**config.mk**
```make
export PLATFORM = sky130hd
export DESIGN_NAME = uart_tx
export DESIGN_NICKNAME = d
export VERILOG_FILES = /design/src/rtl/uart_tx.sv
export SDC_FILE = /design/constraint.sdc
export NUM_CORES = 1
export LEC_CHECK = 0
export ABC_AREA = 1
export CAP_MARGIN = 20
export CORE_ASPECT_RATIO = 2
export CORE_UTILIZATION = 25
export CTS_BUF_LIST = sky130_fd_sc_hd__clkbuf_16
export DETAILED_ROUTE_END_ITERATION = 8
export MAX_ROUTING_LAYER = met4
export PLACE_DENSITY = 0.44
export SYNTH_ARGS = -nofsm -noshare
export SYNTH_HDL_FRONTEND = slang
export SYNTH_SLANG_ARGS = --single-unit
```
**constraint.sdc**
```tcl
create_clock -name clk -period 3.1 [get_ports clk]
set_input_delay 0.775 -clock clk [delete_from_list [all_inputs] [get_ports clk]]
set_output_delay 0.775 -clock clk [all_outputs]
set_load 0.005 [all_outputs]
```
**src/rtl/uart_tx.sv**
```systemverilog
// uart_tx: buffered 8N1 UART transmitter.
// The CPU side pushes bytes into a small circular FIFO. A baud-rate FSM
// pops them and shifts them out LSB-first, so single-cycle stores are
// decoupled from frames that last 10*CLKS_PER_BIT cycles.
module uart_tx #(
  parameter int SYS_CLK_FREQ    = 100000000,
  parameter int UART_BAUD_RATE  = 115200,
  parameter int FIFO_DEPTH_LOG2 = 3
) (
  input  logic       clk,
  input  logic       rst,
  input  logic       wr_en,
  input  logic [7:0] wr_data,
  output logic       full,
  output logic       empty,
  output logic       busy,
  output logic       tx_done,
  output logic       tx
);

  localparam int CLKS_PER_BIT = SYS_CLK_FREQ / UART_BAUD_RATE;
  localparam int CW           = (CLKS_PER_BIT > 1) ? $clog2(CLKS_PER_BIT) : 1;
  localparam int DEPTH        = 1 << FIFO_DEPTH_LOG2;
  localparam int PW           = FIFO_DEPTH_LOG2;

  localparam logic [CW-1:0] BAUD_LAST  = CW'(CLKS_PER_BIT - 1);
  localparam logic [PW:0]   COUNT_FULL = (PW+1)'(DEPTH);

  typedef enum logic [1:0] {IDLE, START, DATA, STOP} state_t;

  state_t        state, state_nxt;
  logic [CW-1:0] baud_cnt;
  logic [2:0]    bit_idx;
  logic [7:0]    shreg;
  logic          baud_end;
  logic          pop;

  logic [7:0]    mem [DEPTH];
  logic [PW-1:0] wr_ptr, rd_ptr;
  logic [PW:0]   count, count_nxt;
  logic          push;

  // ---------------------------------------------------------------- FIFO
  assign push = wr_en && !full;

  // Next occupancy; a simultaneous push and pop leaves it unchanged.
  always_comb begin
    count_nxt = count;
    case ({push, pop})
      2'b10:   count_nxt = count + 1'b1;
      2'b01:   count_nxt = count - 1'b1;
      default: count_nxt = count;
    endcase
  end

  // Storage array; contents need no reset since the pointers define validity.
  always_ff @(posedge clk) begin
    if (push) mem[wr_ptr] <= wr_data;
  end

  // Pointers wrap naturally; full/empty are registered alongside the count.
  always_ff @(posedge clk or posedge rst) begin
    if (rst) begin
      wr_ptr <= '0;
      rd_ptr <= '0;
      count  <= '0;
      full   <= 1'b0;
      empty  <= 1'b1;
    end else begin
      if (push) wr_ptr <= wr_ptr + 1'b1;
      if (pop)  rd_ptr <= rd_ptr + 1'b1;
      count <= count_nxt;
      full  <= (count_nxt == COUNT_FULL);
      empty <= (count_nxt == '0);
    end
  end

  // ----------------------------------------------------------------- FSM
  assign baud_end = (baud_cnt == BAUD_LAST);

  // State register.
  always_ff @(posedge clk or posedge rst) begin
    if (rst) state <= IDLE;
    else     state <= state_nxt;
  end

  // Next-state logic; STOP chains straight into START when bytes are waiting.
  always_comb begin
    state_nxt = state;
    case (state)
      IDLE:  if (!empty) state_nxt = START;
      START: if (baud_end) state_nxt = DATA;
      DATA:  if (baud_end && bit_idx == 3'd7) state_nxt = STOP;
      STOP:  if (baud_end) state_nxt = empty ? IDLE : START;
      default: state_nxt = IDLE;
    endcase
  end

  // Decoded outputs and the FIFO pop strobe, all from registered state.
  always_comb begin
    pop     = ((state == IDLE) || (state == STOP && baud_end)) && !empty;
    busy    = (state != IDLE);
    tx_done = (state == STOP) && baud_end;
  end

  // Baud counter, bit index, shift register and the registered line driver.
  always_ff @(posedge clk or posedge rst) begin
    if (rst) begin
      baud_cnt <= '0;
      bit_idx  <= '0;
      shreg    <= '0;
      tx       <= 1'b1;
    end else begin
      baud_cnt <= (state == IDLE || baud_end) ? '0 : baud_cnt + 1'b1;
      if (pop) begin
        shreg <= mem[rd_ptr];
        tx    <= 1'b0;
      end else begin
        case (state)
          START: if (baud_end) begin
            tx      <= shreg[0];
            bit_idx <= '0;
          end
          DATA: if (baud_end) begin
            if (bit_idx == 3'd7) begin
              tx <= 1'b1;
            end else begin
              shreg   <= shreg >> 1;
              tx      <= shreg[1];
              bit_idx <= bit_idx + 3'd1;
            end
          end
          default: tx <= 1'b1;
        endcase
      end
    end
  end

endmodule

```
# --- After elaboration in Yosys (flattened, before gate mapping) ---
# Memories as Yosys holds them, arrays and structs flattened.
# Index checks and enable logic that the tools add are counted.
word_totals:
  ff_bits: 36
  mem_bits_rw: 64
  input_bits: 11
  word_cells: 76
  n_memories: 1
memory_table:
  columns: ["name", "words", "width", "read_ports", "rd_ports_with_merged_regs", "wr", "line", "rtl"]
  rows:
  - ["mem", 8, 8, 1, 0, 1, "38", "logic [7:0] mem [DEPTH];"]
op_classes:
  n_addsub: 6
  eq_ne: 17
  n_mux: 23
  bitwise_logic: 1
  n_reduce_logical: 18
ops:
  columns: ["cell", "n"]
  rows:
  - ["two-way mux 8 bit", 4]
  - ["inequality test 2 bit, second input constant", 7]
  - ["adder 10 x 1 -> 10 bit, second input constant", 1]
  - ["equality test 10 bit, second input constant", 1]
  - ["two-way mux 10 bit", 1]
  - ["adder 3 x 1 -> 3 bit, second input constant", 3]
  - ["two-way mux 3 bit", 3]
  - ["two-way mux 2 bit", 4]
  - ["case mux 2 bit (4 select lines)", 1]
  - ["case mux 4 bit (2 select lines)", 1]
  - ["nonzero test 2 bit", 4]
  - ["two-way mux 1 bit", 7]
  - ["equality test 2 bit, second input constant", 3]
  - ["inequality test 3 bit, second input constant", 2]
  - ["case mux 3 bit (2 select lines)", 1]
  - ["AND reduction 5 bit", 1]
  - ["adder 4 x 1 -> 4 bit, second input constant", 1]
  - ["equality test 2 x 1 -> 1 bit, second input constant", 2]
  - ["equality test 4 bit, second input constant", 1]
  - ["logical AND 1 bit", 4]
  - ["zero test 4 bit", 1]
  - ["AND reduction 4 bit", 1]
  - ["subtractor 4 x 1 -> 4 bit, second input constant", 1]
  - ["equality test 3 bit, second input constant", 1]
  - ["other kinds (7)", 9]

# --- Logic depth before layout (Yosys ltp) ---
logic_depth:
  ltp_word: 7
  depth_mapped: 18
  ltp_nobuf: 17

# --- Worst setup path after synthesis ---
# No wires, ideal clock.
synth_timing:
  path_type: "register to register"
  from: "reg baud_cnt[0]"
  to: "reg full"
  setup_time_ns: 0.077
  t_arrival_ns: 2.259
  t_required_ns: 3.023
  setup_slack_ns: 0.764
  path_stages_with_launch: 16
  path_cell_list: "dfrtp_1 > ha_1 > nand2_1 > nor2_4 > nand3_2 > a21oi_2 > buf_6 > ha_1 > nor2_1 > nor2_1 > ha_1 > nand2_1 > nand2_1 > nor2_1 > o211ai_1 > a21oi_1"
synth_between:
  elab_chain_len: 7
  elab_cells_between_ends: 8
  cone_classes: "eq/ne: 4; mux: 1; reduce/logical: 3"
synth_rtl:
  columns: ["item", "line", "rtl"]
  rows:
  - ["start, declared", "32", "logic [CW-1:0] baud_cnt;"]
  - ["start signal, assigned", "114", "baud_cnt <= (state == IDLE || baud_end) ? '0 : baud_cnt + 1'b1;"]
  - ["equality test 10 bit (*)", "79", "assign baud_end = (baud_cnt == BAUD_LAST);"]
  - ["logical AND 1 bit (*)", "101", "pop = ((state == IDLE) || (state == STOP && baud_end)) && !empty;"]
  - ["logical OR 1 bit (*)", "101", null]
  - ["logical AND 1 bit (*)", "101", null]
  - ["equality test 2 x 1 -> 1 bit or equality test 2 bit (tied branches)", "49", "case ({push, pop})"]
  - ["case mux 4 bit (2 select lines) (*)", "49", null]
  - ["named net count_nxt[1]", "40", "logic [PW:0] count, count_nxt;"]
  - ["equality test 4 bit (*)", "73", "full <= (count_nxt == COUNT_FULL);"]
  - ["end signal, assigned", "73", null]
  - ["end, declared", "14", "output logic full,"]
# The timed path passes the listed nets; every way through them passes the cells marked *.
# A chain may end at the register's enable or synchronous reset.

# --- Final worst setup path ---
layout_timing:
  from: "reg baud_cnt[0]"
  to: "out tx_done"
layout_between:
  elab_chain_len: 2
layout_rtl:
  columns: ["item", "line", "rtl"]
  rows:
  - ["equality test 10 bit", "79", null]
  - ["logical AND 1 bit", "103", "tx_done = (state == STOP) && baud_end;"]
  - ["end, declared", "17", "output logic tx_done,"]
# No other way between the ends.

==> flow_summary.toml <==
[clock_network]
path_clk_slew_ns = 0.07
clk_latency_ns = 0.35
cts_tree = "done"
htreeDepth = 3
cts_resized = 0
cts.path.max_buffers = 2
clock_sinks = 100
cts-root-buf = "clkbuf_16"
post_cts_buffers = 0
cts_buffers = 9
cts-hold-fix-buffers = 0

[min_path]
hp-class = "flop to flop"
holdPathEnd = "bit_idx[1]$_DFFE_PP0P_"
hold_path_depth = 2
hp-start = "bit_idx[1]$_DFFE_PP0P_"

[timing]
timing.fmax_ghz = 0.362
fin_crit_sh_pct = 89.2
min_period_ns = 2.76
relSlewSlack_pct = 58.2
finalHoldViolCount = 0
finClkSkew_ns = 0.00580
setup_violations = 0
tightest_slew_ns = 0.627
grt_setup_unrepaired = "false"
finalSetupTns_ns = 0
finalMaxSlewViolations = 0

[route]
drt_first_pass_iters = 4
detail-route-antenna-nets = 0
via_count = 3123
drc = 0
viasPerCell = 4.49
drtIter0Drc = 86
avgRoutedWirePerCell_um = 15.2
drt-total-wl_um = 10600

[die]
fp.dieW_um = 97.3
die_area_um2 = 18700
rows = 69
num_io_pins = 16
start_util_pct = 25.5
fp.dieH_um = 193
coreArea_um2 = 17800

[finish]
fin_util_pct = 29.8
num_antenna_cells = 0
drive_above_1_share_pct = 9.11
ff_latch_area_um2 = 2830
multi_input_area_um2 = 1500
area_delta_synth_final_pct = 16.9
final_cell_mix = "nand2_1 (108), nor2_1 (65), edfxtp_1 (64)"
final_common_cell = "nand2_1"
fillers = 1846
nets = 502

[critical_path]
crit_required_ns = 2.32
cp_cell_sequence = "ha_1, nand2_1, nor2_4, nand3_2, inv_1, clkdlybuf4s50_1"
crit_type = "flop to output pin"
cp-start-kind = "flop"
worstReg2RegStart = "baud_cnt[0]$_DFF_PP0_"
slowest_delay_ns = 0.50
worstRegToRegCells = 14
rr_endpoint = "full$_DFF_PP0_"
end_kind = "output pin"
critPathArrivalTime_ns = 1.99
cp_max_fo = 6
regToRegSetupSlack_ns = 0.45
slowest_stage = "clkdlybuf4s50_1"

[global_routing]
grt_usage_pct = 12.4
grt_pass1_wl_um = 17000
grt_pass1_vias = 3267
antenna_found_initial = 0
grt_max_degree = 34
overflow = 0

[power]
p_leak_nw = 2.14
powerDensity_nw_per_um2 = 939
vdd_drop_max_mv = 0.302
totalPowerFinal_mw = 4.98

[flow_run]
drv_cap = 0

[synthesis]
synth_seq_area_share_pct = 62.2
synth-seq-cells = 100
synth.area.top_cells = "edfxtp_1 (42%), dfrtp_1 (19%), nand2_1 (8.9%)"
netlist_area_um2 = 4540
syn_nets = 476
yosysTopAreaCell = "edfxtp_1"
yosysWarnings = 0
synth_top_area_share_pct = 42.3
syn_inst = 452
synth.distinct_cells = 34
avgSynthCellArea_um2 = 10.0

[placed_design]
place_congestion = 0.828
dpl.hpwl_um = 7630
io_buffers = 15

[run_status]
status = "complete, no violations"
area by class of cell:
class | instances | area share, %
Multi-Input combinational cell | 307 | 28.3
Inverter | 31 | 2.19
Sequential cell | 100 | 53.2
Timing Repair Buffer | 29 | 4.81
Clock inverter | 7 | 2.17
Clock buffer | 9 | 4.24
Tap cell | 213 | 5.02
synth_stat cells, drive strengths merged:
cell,count
nand2,111
nor2,67
edfxtp,64
nand3,40
o21ai,39
dfrtp,34
inv,30
ha,13
a21oi,11
buf,11
nand4,6
nor3b,6
clkbuf,3
nor3,3
or2,3
dfstp,2
nand3b,2
xor2,2
a311oi,1
a31o,1
clkinv,1
o211ai,1
xnor2,1
state kept, by name (all words and copies together), names as in the netlist:
signal,cells
baud_cnt,10
bit_idx,3
count,4
empty,1
full,1
mem,64
rd_ptr,3
shreg,8
state,2
tx,1
wr_ptr,3
per-layer routing:
metal  track usage [%]  up-vias  routed length [um]
met5                 -        -                   0
met4              6.39        0                 312
met3              2.06       18                 225
met2              24.6       49                6270
met1              11.1     1484                3800
li1                  -     1572                   -
where the power goes:
group	internal (mW)	switching [mW]
clock	0.786	0.480
sequential	1.75	0.214
combinational	0.602	1.15
total	3.14	1.84
stage by stage:
stage	hold slack, ns	setup slack, ns	std cells	instance area, um2
2_1_floorplan	0.446	0.764	452	4540
3_3_place_gp	0.466	0.296	680	4970
3_5_place_dp	0.476	0.205	680	4970
4_1_cts	0.491	0.321	696	5310
5_1_grt	0.507	0.146	696	5310
6_report	0.479	0.335	696	5310
how the worst max path moves through the flow:
stage / end / cells after the start / from / slack, ns
final: tx_done / 6 / baud_cnt[0]$_DFF_PP0_ / 0.34
after global routing: full$_DFF_PP0_ / 15 / baud_cnt[0]$_DFF_PP0_ / 0.15
after CTS: tx_done / 6 / baud_cnt[0]$_DFF_PP0_ / 0.32
after detailed placement: full$_DFF_PP0_ / 14 / wr_en / 0.20
after global placement: full$_DFF_PP0_ / 14 / wr_en / 0.30
after floorplan: full$_DFF_PP0_ / 15 / baud_cnt[0]$_DFF_PP0_ / 0.76
critical path, delay by kind of cell (launching register included):
family | cells | cell delay, ns
AND/OR/NAND/NOR | 3 | 0.39
flip-flops | 1 | 0.45
buffers and inverters | 2 | 0.59
adder cells (fa/ha/maj) | 1 | 0.22
kinds of logic (layout without fill, tap and decap cells):
group | after synthesis | count (layout) | share of synthesized area (%)
buf+inv | 45 | 76 | 4.68
fa+ha+maj | 13 | 13 | 3.58
simple gates | 238 | 238 | 22.6
xor+xnor | 3 | 3 | 0.579
compound gates | 53 | 53 | 6.31
flops | 100 | 100 | 62.2
Note: power is estimated with default switching activity, not from simulation.
